**src/rtl/pic_int_gateway.sv**
```systemverilog
// Per-source interrupt gateway: tracks IDLE/PEND/ACTIVE for each synchronized
// source and presents the lowest pending source to the arbiter.
module pic_int_gateway #(
  parameter int INT_NUM  = 8,
  parameter int ID_WIDTH = 3
) (
  input  logic                clk,
  input  logic                rst_b,
  input  logic [INT_NUM-1:0]  int_sync_in,
  input  logic [INT_NUM-1:0]  int_trig_mode,
  input  logic [INT_NUM-1:0]  int_en,
  input  logic                claim_vld,
  input  logic                cmplt_vld,
  input  logic [ID_WIDTH-1:0] cmplt_id,
  output logic [INT_NUM-1:0]  int_pend,
  output logic [INT_NUM-1:0]  int_active,
  output logic                int_req,
  output logic [ID_WIDTH-1:0] int_req_id
);

  // Handshake: claim_vld and cmplt_vld are single-cycle pulses sampled on the
  // rising clk edge; a claim acts only while int_req=1 and targets int_req_id,
  // a complete acts only on a source that is ACTIVE.

  typedef enum logic [1:0] {
    ST_IDLE   = 2'b00,
    ST_PEND   = 2'b01,
    ST_ACTIVE = 2'b10
  } state_e;

  state_e             state_q [INT_NUM];
  state_e             state_d [INT_NUM];
  logic [INT_NUM-1:0] prev_q, prev_d;
  logic [INT_NUM-1:0] edge_lat_q, edge_lat_d;

  logic [INT_NUM-1:0] rise;
  logic [INT_NUM-1:0] claim_hit;
  logic [INT_NUM-1:0] cmplt_hit;

  always_comb begin
    int_pend   = '0;
    int_active = '0;
    for (int i = 0; i < INT_NUM; i++) begin
      int_pend[i]   = (state_q[i] == ST_PEND);
      int_active[i] = (state_q[i] == ST_ACTIVE);
    end
  end

  assign int_req = |int_pend;

  // Descending scan so the lowest-numbered pending source wins.
  always_comb begin
    int_req_id = '0;
    for (int i = INT_NUM - 1; i >= 0; i--) begin
      if (int_pend[i]) int_req_id = ID_WIDTH'(i);
    end
  end

  always_comb begin
    rise      = int_sync_in & ~prev_q;
    claim_hit = '0;
    cmplt_hit = '0;
    for (int i = 0; i < INT_NUM; i++) begin
      claim_hit[i] = claim_vld & int_req & (int_req_id == ID_WIDTH'(i));
      cmplt_hit[i] = cmplt_vld & (cmplt_id == ID_WIDTH'(i));
    end
  end

  always_comb begin
    prev_d     = int_sync_in;
    edge_lat_d = edge_lat_q;
    for (int i = 0; i < INT_NUM; i++) begin
      state_d[i] = state_q[i];
      case (state_q[i])
        ST_IDLE: begin
          if (int_trig_mode[i] ? (rise[i] & int_en[i])
                               : (int_sync_in[i] & int_en[i])) begin
            state_d[i] = ST_PEND;
          end
        end
        ST_PEND: begin
          if (!int_en[i] || (!int_trig_mode[i] && !int_sync_in[i])) begin
            state_d[i] = ST_IDLE;
          end else if (claim_hit[i]) begin
            state_d[i] = ST_ACTIVE;
            if (int_trig_mode[i] && rise[i]) edge_lat_d[i] = 1'b1;
          end
        end
        ST_ACTIVE: begin
          if (cmplt_hit[i]) begin
            edge_lat_d[i] = 1'b0;
            if (int_trig_mode[i]) begin
              state_d[i] = ((edge_lat_q[i] | rise[i]) & int_en[i]) ? ST_PEND : ST_IDLE;
            end else begin
              state_d[i] = (int_sync_in[i] & int_en[i]) ? ST_PEND : ST_IDLE;
            end
          end else if (!int_en[i]) begin
            edge_lat_d[i] = 1'b0;
          end else if (int_trig_mode[i] && rise[i]) begin
            edge_lat_d[i] = 1'b1;
          end
        end
        default: state_d[i] = ST_IDLE;
      endcase
    end
  end

  always_ff @(posedge clk) begin
    if (!rst_b) begin
      for (int i = 0; i < INT_NUM; i++) state_q[i] <= ST_IDLE;
      prev_q     <= '0;
      edge_lat_q <= '0;
    end else begin
      for (int i = 0; i < INT_NUM; i++) state_q[i] <= state_d[i];
      prev_q     <= prev_d;
      edge_lat_q <= edge_lat_d;
    end
  end

endmodule
```
**config.mk**
```make
export PLATFORM = sky130hd
export DESIGN_NAME = pic_int_gateway
export DESIGN_NICKNAME = d
export VERILOG_FILES = /design/src/rtl/pic_int_gateway.sv
export SDC_FILE = /design/constraint.sdc
export NUM_CORES = 1
export LEC_CHECK = 0
export CORE_MARGIN = 3
export CORE_UTILIZATION = 48
export CTS_BUF_LIST = sky130_fd_sc_hd__clkbuf_8
export CTS_CLUSTER_SIZE = 30
export DETAILED_ROUTE_END_ITERATION = 10
export PLACE_DENSITY = 0.77
export SLEW_MARGIN = 5
export SYNTH_ARGS = -nofsm -noshare
export SYNTH_HDL_FRONTEND = slang
export SYNTH_SLANG_ARGS = --single-unit
export TNS_END_PERCENT = 10
```
**constraint.sdc**
```tcl
create_clock -name clk -period 1.99 [get_ports clk]
set_input_delay 0.199 -clock clk [delete_from_list [all_inputs] [get_ports clk]]
set_output_delay 0.199 -clock clk [all_outputs]
set_load 0.005 [all_outputs]
```
## After elaboration in Yosys (flattened, before gate mapping)

Memory sizes are Yosys's and may differ from the RTL's.
Cells that the tools add are included.

- Bits in registers: 16
- Memory bits (writable): 16
- Input bits: 31
- Output and inout port bits: 20
- Logic and storage cells: 328
- Memories kept: 1

- Eq/ne operators: 46
- Muxes and demuxes: 138
- Bitwise logic cells: 59
- Reduce and logical (&&, ||, !) cells: 75

Memories:

| name | words | bits a word | rd ports | clocked after memory_dff | wr ports | line | text |
|---|---|---|---|---|---|---|---|
| state_q | 8 | 2 | 8 | 0 | 8 | 31 | `state_e state_q [INT_NUM];` |

Operator list:

| kind | count |
|---|---|
| $mux W2 | 40 |
| $mux W1 | 74 |
| $pmux W2 S3 | 8 |
| $and A1 B1 Y1 | 41 |
| $eq A3 B3 Y1 const B | 8 |
| $logic_not A1 Y1 | 24 |
| $mux W3 | 8 |
| $reduce_and A3 Y1 | 8 |
| $eq A2 B1 Y1 const B | 8 |
| $eq A2 B2 Y1 const B | 8 |
| $logic_and A1 B1 Y1 | 16 |
| $logic_not A2 Y1 | 8 |
| $ne A2 B1 Y1 const B | 8 |
| $ne A2 B2 Y1 const B | 8 |
| $or A1 B1 Y1 | 16 |
| $pmux W1 S2 | 8 |
| $reduce_bool A2 Y1 | 8 |
| $eq A3 B2 Y1 const B | 4 |
| $and A8 B8 Y8 | 1 |
| $logic_or A1 B1 Y1 | 8 |
| $not A8 Y8 | 1 |
| $reduce_or A8 Y1 | 1 |
| $eq A3 B1 Y1 const B | 2 |
| $logic_not A3 Y1 | 2 |

## Longest topological paths before layout

Gate-level depths: netlist of run 1.
An unclocked memory read counts as a cell.

- Depth after elaboration: 16
- Depth in mapped cells: 7
- Gate-level depth less buffers: 7

## Least setup slack after synthesis of run 1

No wires, ideal clock.

- Path type: register to register
- Start point: memory state_q[0][3] (netlist bit)
- End point: memory state_q[0][6] (netlist bit)
- Setup time: 67 ps
- Data arrival time: 2025 ps
- Required time: 1923 ps
- Slack: -102 ps
- Stages on the path, launching flop included: 8
- Buffers on the path: 0
- Period minus slack after synthesis: 2092 ps
- Path through: dfxtp_1 -> inv_1 -> ha_1 -> or3b_4 -> o21a_1 -> a221o_1 -> or3_1 -> a21oi_2

RTL lines:

| item | line |
|---|---|
| start: declaration | 31 |

==> metrics.log, run 1 <==
INFO  metric outcome = complete, but fails checks
INFO  metric violated_checks = negative setup slack
INFO  metric dr_total_vias = 2576
INFO  metric type_of_the_worst_min_delay_path = reg2reg
INFO  metric worst-path-max-fanout = 4
INFO  metric layout.cells.most_common_list = sky130_fd_sc_hd__buf_4 (48), sky130_fd_sc_hd__clkdlybuf4s50_1 (46), sky130_fd_sc_hd__nand2_1 (37), sky130_fd_sc_hd__dfxtp_1 (30), sky130_fd_sc_hd__ha_1 (28)
INFO  metric chipHeight = 76.9 um
INFO  metric yosysTopAreaCellShare = 0.265
INFO  metric critPathSlowestCell = sky130_fd_sc_hd__or3b_4
INFO  metric max-clock-path-buffers = 2
INFO  metric detailedRoute.firstPassIterationCount = 4
INFO  metric core_area = 4790 um^2
INFO  metric power_leakage = 1.50 nW
INFO  metric vdd_drop_max = 0.000543 V
INFO  metric endpoint_kind = register
INFO  metric synth.largest_area_cell = sky130_fd_sc_hd__dfxtp_1
INFO  metric cts_num_sinks = 32
INFO  metric critical-path-top-delay-family = compound AO/OA/AOI/OAI gates
INFO  metric synth_compound_gate_area_share = 0.291
INFO  metric placement.setup.worst_slack = -0.192 ns
INFO  metric timing_max_transition_violations_final = 0
INFO  metric route.final.wire_length = 6530 um
INFO  metric synth_area_leaders = sky130_fd_sc_hd__dfxtp_1 (27%), sky130_fd_sc_hd__ha_1 (17%), sky130_fd_sc_hd__nand2_1 (5.8%)
INFO  metric ios = 51
INFO  metric hold_violation_count_in_the_final_report = 0
INFO  metric path_buf_inv = 1
INFO  metric timing_worst_setup_path_type = reg2reg
INFO  metric mostFrequentLayoutCell = sky130_fd_sc_hd__buf_4
INFO  metric chipWidth = 76.9 um
INFO  metric grt_start_max_net_pins = 21
INFO  metric sequential_to_total_area_share_from_yosys_stat = 0.265
INFO  metric rsz0062_at_grt = true
INFO  metric die_area = 5920 um^2
INFO  metric timing.critical_path.from_type = register
INFO  metric worst-slew-pin-transition = 0.368 ns
INFO  metric synth_fa_ha_area_frac = 0.166
INFO  metric drc = 0
INFO  metric postSynthAreaPerCell = 8.33 um^2
INFO  metric synth_edf_count = 0
INFO  metric detail_route.iter0.violations = 146
INFO  metric detailed_place.area = 3350 um^2
INFO  metric synthesis.nets = 353
INFO  metric wire_per_inst = 14.2 um
INFO  metric synth.yosys.warnings = 0
INFO  metric synthSimpleGateAreaFrac = 0.223
INFO  metric syn-instance-count = 290
INFO  metric finClkSkew = 0.00782 ns
INFO  metric place.detailed.instances = 450
INFO  metric placement.io_buffers = 50
INFO  metric timing.final.ws_setup = -0.0285 ns
INFO  metric relSlewSlack = 0.753
INFO  metric synthesis.area = 2410 um^2
INFO  metric drt.antenna.violating_nets = 0
INFO  metric crit_chain = inv_2, ha_4, or3b_4, o31ai_1, and2_1, a41oi_1, a311oi_1
INFO  metric gp_congestion = 0.871
INFO  metric dp_hpwl = 5030 um
INFO  metric post_synth_num_cell_types = 49
INFO  metric post_synth_mux_area_share = 0.0124
INFO  metric grt_antenna_before_repair = 0
INFO  metric final_area = 3500 um^2
INFO  metric yosys.area_share.xor_xnor = 0
INFO  metric grt_remaining_overflow = 0
INFO  metric timing.final.crit_period = 2.02 ns
INFO  metric floorplan.rows = 25
INFO  metric cts_tree = yes
INFO  metric area_growth_syn_to_layout = 44.9%
INFO  metric hold-worst-slack = 0.500 ns
INFO  metric setup_violations = 2
INFO  metric synth_async_sr_flop_share = 0
INFO  metric yosys_register_bits = 32
INFO  metric cp.required = 2.15 ns
INFO  metric clkSlewWorstSetupHoldPaths = 0.07 ns
INFO  metric cts_max_level = 2
INFO  metric power_density = 834 nW/um^2
INFO  metric antenna_cells = 0
INFO  metric crit_arrival = 2.18 ns
INFO  metric drv.max_cap_violation_count = 0
INFO  metric post_route_cells_drive_above_1_share = 0.189
INFO  metric postLayoutCoreUtil = 0.731
INFO  metric timing.fmax = 0.495 GHz
INFO  metric numCtsBuffers = 5
INFO  metric first_global_vias = 2382
INFO  metric worst_skew_pair.late_latency = 0.28 ns
INFO  metric final_min_period_over_clock_period = 1.01
INFO  metric initial_core_util = 0.505
INFO  metric layout.cells.non_filler = 459
INFO  metric main_synth_ff_type = sky130_fd_sc_hd__dfxtp_1
INFO  metric cts_root_buffer = sky130_fd_sc_hd__clkbuf_8
INFO  metric final_net_count = 454
INFO  metric viasPerCell = 5.61
INFO  metric grt_usage = 0.218
INFO  metric largest_family_of_logic_cells_by_synthesized_area = compound AO/OA/AOI/OAI gates
INFO  metric grt_first_pass_wirelength = 10700 um
INFO  metric critical-path-max-stage-delay = 0.41 ns
[timing repair]
action / in CTS / in global routing
setup endpoints to repair: 6 / 12
buffers inserted: 1 / 0
gates resized for setup: 8 / 9
pin swaps: 2 / 0
hold buffers: 0 / 0
[per-layer routing]
layer	share of wire	vias to the layer above	track usage
met3	0.056	14	0.0446
met5	0	-	0
li1	-	1297	-
met2	0.47	64	0.366
met4	0.022	0	0.0707
met1	0.46	1201	0.279
[cells by family after synthesis]
| logic type | after synthesis |
|---|---|
| and+or+nand+nor | 104 |
| AOI/OAI and AO/OA | 95 |
| adders and majority gates | 32 |
| DFF | 32 |
| buffers and inverters | 24 |
| muxes | 3 |
[flip-flops by register name, summed over array words and instances, names as in the netlist]
register and count:
edge_lat_q 8, prev_q 8, state_q 16
[cell usage after synthesis, types with 3 or more instances]
master	instances
sky130_fd_sc_hd__nand3_1	8
sky130_fd_sc_hd__a21o_1	5
sky130_fd_sc_hd__nand4_1	3
sky130_fd_sc_hd__mux2i_1	3
sky130_fd_sc_hd__nor2_1	15
sky130_fd_sc_hd__inv_1	19
sky130_fd_sc_hd__a21boi_0	11
sky130_fd_sc_hd__nand2_1	37
sky130_fd_sc_hd__a31oi_1	11
sky130_fd_sc_hd__or3_1	6
sky130_fd_sc_hd__dfxtp_1	32
sky130_fd_sc_hd__ha_1	32
sky130_fd_sc_hd__o41ai_1	4
sky130_fd_sc_hd__a211oi_1	4
sky130_fd_sc_hd__o21a_1	4
sky130_fd_sc_hd__a22o_1	5
sky130_fd_sc_hd__a221o_1	3
sky130_fd_sc_hd__a21oi_1	10
sky130_fd_sc_hd__nor2b_1	3
sky130_fd_sc_hd__a311oi_1	5
sky130_fd_sc_hd__nand2b_1	3
sky130_fd_sc_hd__nor3_1	5
sky130_fd_sc_hd__and2_1	11
sky130_fd_sc_hd__o211ai_1	11
sky130_fd_sc_hd__nand4b_1	3
sky130_fd_sc_hd__or4_1	3
sky130_fd_sc_hd__o21ai_0	7
[final timing paths]
check           startpoint  cells after the start            end  slack (ns)
max          state_q[0][3]                      7  edge_lat_q[3]       -0.03
max reg2reg  state_q[0][3]                      7  edge_lat_q[3]       -0.03
min          state_q[0][4]                      2  state_q[0][4]        0.50
min reg2reg  state_q[0][4]                      2  state_q[0][4]        0.50
[worst reg2reg max path, delay by kind of cell (launching register included)]
family          cells  cell delay [ns]
simple gates        2             0.62
flops               1             0.34
compound gates      3             0.72
buf+inv             1             0.05
fa+ha+maj           1             0.17
[power by group]
group | leakage [nW] | total [mW] | internal, mW | switching (mW)
combinational | 1.19 | 1.62 | 0.861 | 0.761
sequential | 0.263 | 0.790 | 0.724 | 0.0652
clock | 0.0538 | 0.506 | 0.272 | 0.235
[metrics by stage]
stage	power, mW	setup TNS [ns]
after CTS	2.90	-0.178
after floorplan	1.59	0
after global placement	2.32	-0.742
after global routing	3.12	-0.161
final	2.92	-0.0323
after detailed placement	2.35	-1.23
[final cells by class]
type / instances / area, um^2
clock buffers: 6 / 82.6
clock inverters: 2 / 7.51
fillers: 367 / 1290
inverters: 20 / 75.1
multi-input cells: 234 / 1750
flip-flops and latches: 32 / 643
well taps: 67 / 83.8
repair buffers: 98 / 860
Power figures use the tool's default switching activity.
==> inputs of run 2 (changes only) <==
Settings changed: CORE_MARGIN 3 to unset, RECOVER_POWER set to 50.
==> run 2 against run 1 <==
Effect of this change: non-clock buffer count decreased by 5; sequential share of layout area grew 0.18 points; count of clock-buffer cells in the layout is 1 lower; largest power group unchanged; global-route usage up 4.0 points; clock skew grew 0.00083 ns; die area is 10% lower; highest routed layer unchanged; the run still ends with negative setup slack left; largest cell class unchanged; via count down 1.2%; maximum frequency shrank 1.2%; combinational power about the same.
==> metrics.log, run 2 (same netlist as run 1, synthesis figures left out) <==
INFO  metric die_area = 5320 um^2
INFO  metric detailedRoute.firstPassIterationCount = 4
INFO  metric clkSlewWorstSetupHoldPaths = 0.07 ns
INFO  metric dp_hpwl = 4880 um
INFO  metric setup.worst_path.start = state_q[0][3]
INFO  metric comb_power_share = 0.534
INFO  metric min_delay_path_depth = 2
INFO  metric timing.final.ws_setup = -0.0522 ns
INFO  metric cts_root_buffer = sky130_fd_sc_hd__clkbuf_8
INFO  metric timing_max_transition_violations_final = 0
INFO  metric outcome = complete, but fails checks
INFO  metric postLayoutCoreUtil = 0.727
INFO  metric layout.cells.non_filler = 454
INFO  metric first_global_vias = 2305
INFO  metric mostFrequentLayoutCell = sky130_fd_sc_hd__clkdlybuf4s50_1
INFO  metric timing.final.crit_period = 2.04 ns
INFO  metric chipWidth = 72.9 um
INFO  metric place.detailed.instances = 444
INFO  metric grt_usage = 0.258
INFO  metric detail_route.iter0.violations = 159
INFO  metric final_min_period_over_clock_period = 1.03
INFO  metric cts_num_sinks = 32
INFO  metric rr_worst_depth = 7
INFO  metric final_net_count = 449
INFO  metric worst-path-max-fanout = 5
INFO  metric holdCritStartpoint = state_q[0][5]
INFO  metric timing.critical_path.from_type = register
INFO  metric vdd_drop_max = 0.000549 V
INFO  metric rsz0062_at_grt = true
INFO  metric floorplan.rows = 25
INFO  metric violated_checks = negative setup slack
INFO  metric switchingPower = 1.10 mW
INFO  metric cts_tree = yes
INFO  metric internal-power = 1.94 mW
INFO  metric p_clk_frac = 0.205
INFO  metric path_buf_inv = 1
INFO  metric placement.io_buffers = 50
INFO  metric ios = 51
INFO  metric worst_skew_pair.late_latency = 0.29 ns
INFO  metric timing.critical_path.depth = 7
INFO  metric cp.required = 2.21 ns
INFO  metric sequential_power_share = 0.261
INFO  metric power_density = 874 nW/um^2
INFO  metric timing.fmax = 0.490 GHz
INFO  metric top_register = state_q
INFO  metric worst-slew-pin-transition = 0.508 ns
INFO  metric grt_first_pass_wirelength = 10600 um
INFO  metric crit_arrival = 2.26 ns
INFO  metric timing_worst_setup_path_type = reg2reg
INFO  metric drc = 0
INFO  metric layout_top_registers = state_q: 16 flops, edge_lat_q: 8 flops, prev_q: 8 flops
INFO  metric critical-path-top-delay-family = simple AND/OR/NAND/NOR gates
INFO  metric post_route_cells_drive_above_1_share = 0.186
INFO  metric max-clock-path-buffers = 2
INFO  metric layout.cells.most_common_list = sky130_fd_sc_hd__clkdlybuf4s50_1 (45), sky130_fd_sc_hd__buf_4 (40), sky130_fd_sc_hd__nand2_1 (37), sky130_fd_sc_hd__dfxtp_1 (28), sky130_fd_sc_hd__ha_1 (25)
INFO  metric cts_max_level = 2
INFO  metric drv.max_cap_violation_count = 0
INFO  metric type_of_the_worst_min_delay_path = reg2reg
INFO  metric chipHeight = 72.9 um
INFO  metric crit_chain = inv_2, ha_4, or3b_4, o21a_1, a221o_1, or3_4, a21oi_2
INFO  metric numCtsBuffers = 5
INFO  metric wire_per_inst = 14.4 um
INFO  metric setup_violations = 2
INFO  metric dr_total_vias = 2545
INFO  metric initial_core_util = 0.505
INFO  metric critical-path-max-stage-delay = 0.43 ns
INFO  metric endpoint_kind = register
INFO  metric power_leakage = 1.47 nW
INFO  metric critPathSlowestCell = sky130_fd_sc_hd__or3b_4
INFO  metric area_growth_syn_to_layout = 44.0%
INFO  metric total_power = 3.04 mW
INFO  metric hold_violation_count_in_the_final_report = 0
INFO  metric sw_frac_of_total = 0.361
INFO  metric antenna_cells = 0
INFO  metric grt_start_max_net_pins = 12
INFO  metric route.final.wire_length = 6560 um
INFO  metric largest_reg_flops = 16
INFO  metric gp_congestion = 0.842
INFO  metric drt.antenna.violating_nets = 0
INFO  metric finClkSkew = 0.00865 ns
INFO  metric relSlewSlack = 0.662
INFO  metric ctsHoldBuffers = 0
INFO  metric grt_remaining_overflow = 0
INFO  metric core_area = 4790 um^2
INFO  metric grt_antenna_before_repair = 0
INFO  metric viasPerCell = 5.61
INFO  metric reg2reg_from = state_q[0][3]
-- run 2: cell type report --
cell class / count / area, um^2
repair buffers: 93 / 820
clock buffers: 5 / 68.8
fillers: 389 / 1310
inverters: 20 / 75.1
flip-flops and latches: 32 / 646
well taps: 67 / 83.8
multi-input cells: 234 / 1750
clock inverters: 3 / 38.8
-- run 2: metal layers --
metal,GRT usage,part of all wire,wire (um),vias to the layer above
li1,-,-,-,1289
met1,0.329,0.46,3030,1194
met2,0.438,0.48,3180,56
met3,0.0539,0.047,309,6
met4,0.0763,0.0067,44,0
met5,0,0,0,-
-- run 2: worst min-delay path, delay by kind of cell (launching register included) --
kind | cells | cell delay [ns]
flip-flops | 1 | 0.34
AND/OR/NAND/NOR | 1 | 0.06
AO/OA/AOI/OAI | 1 | 0.05
-- run 2: worst paths after layout --
| check | endpoint | slack, ns |
|---|---|---|
| max | state_q[0][6] | -0.05 |
| min | state_q[0][5] | 0.48 |
| max reg2reg | state_q[0][6] | -0.05 |
| min reg2reg | state_q[0][5] | 0.48 |
-- run 2: through the flow --
stage	setup slack [ns]	cell area (um^2)	hold WS, ns	setup TNS [ns]
after floorplan	0.00917	2440	0.321	0
final	-0.0522	3480	0.483	-0.0525
after global placement	-0.140	3310	0.487	-0.481
after global routing	-0.113	3480	0.498	-0.326
after detailed placement	-0.176	3310	0.501	-0.857
after CTS	-0.194	3460	0.509	-0.242
-- run 2: what timing repair did --
item	CTS	global route
setup endpoints to repair	8	14
resized for setup	13	10
endpoints found under the hold margin	0	0
setup buffers	1	1
pin swaps	1	3
-- run 2: power groups by stage --
stage	registers [mW]	logic (mW)	clock network, mW
4_1_cts	0.791	1.60	0.638
3_3_place_gp	0.801	1.51	0
6_report	0.793	1.62	0.624
2_1_floorplan	0.804	0.787	0
5_1_grt	0.803	1.77	0.669
3_5_place_dp	0.805	1.54	0
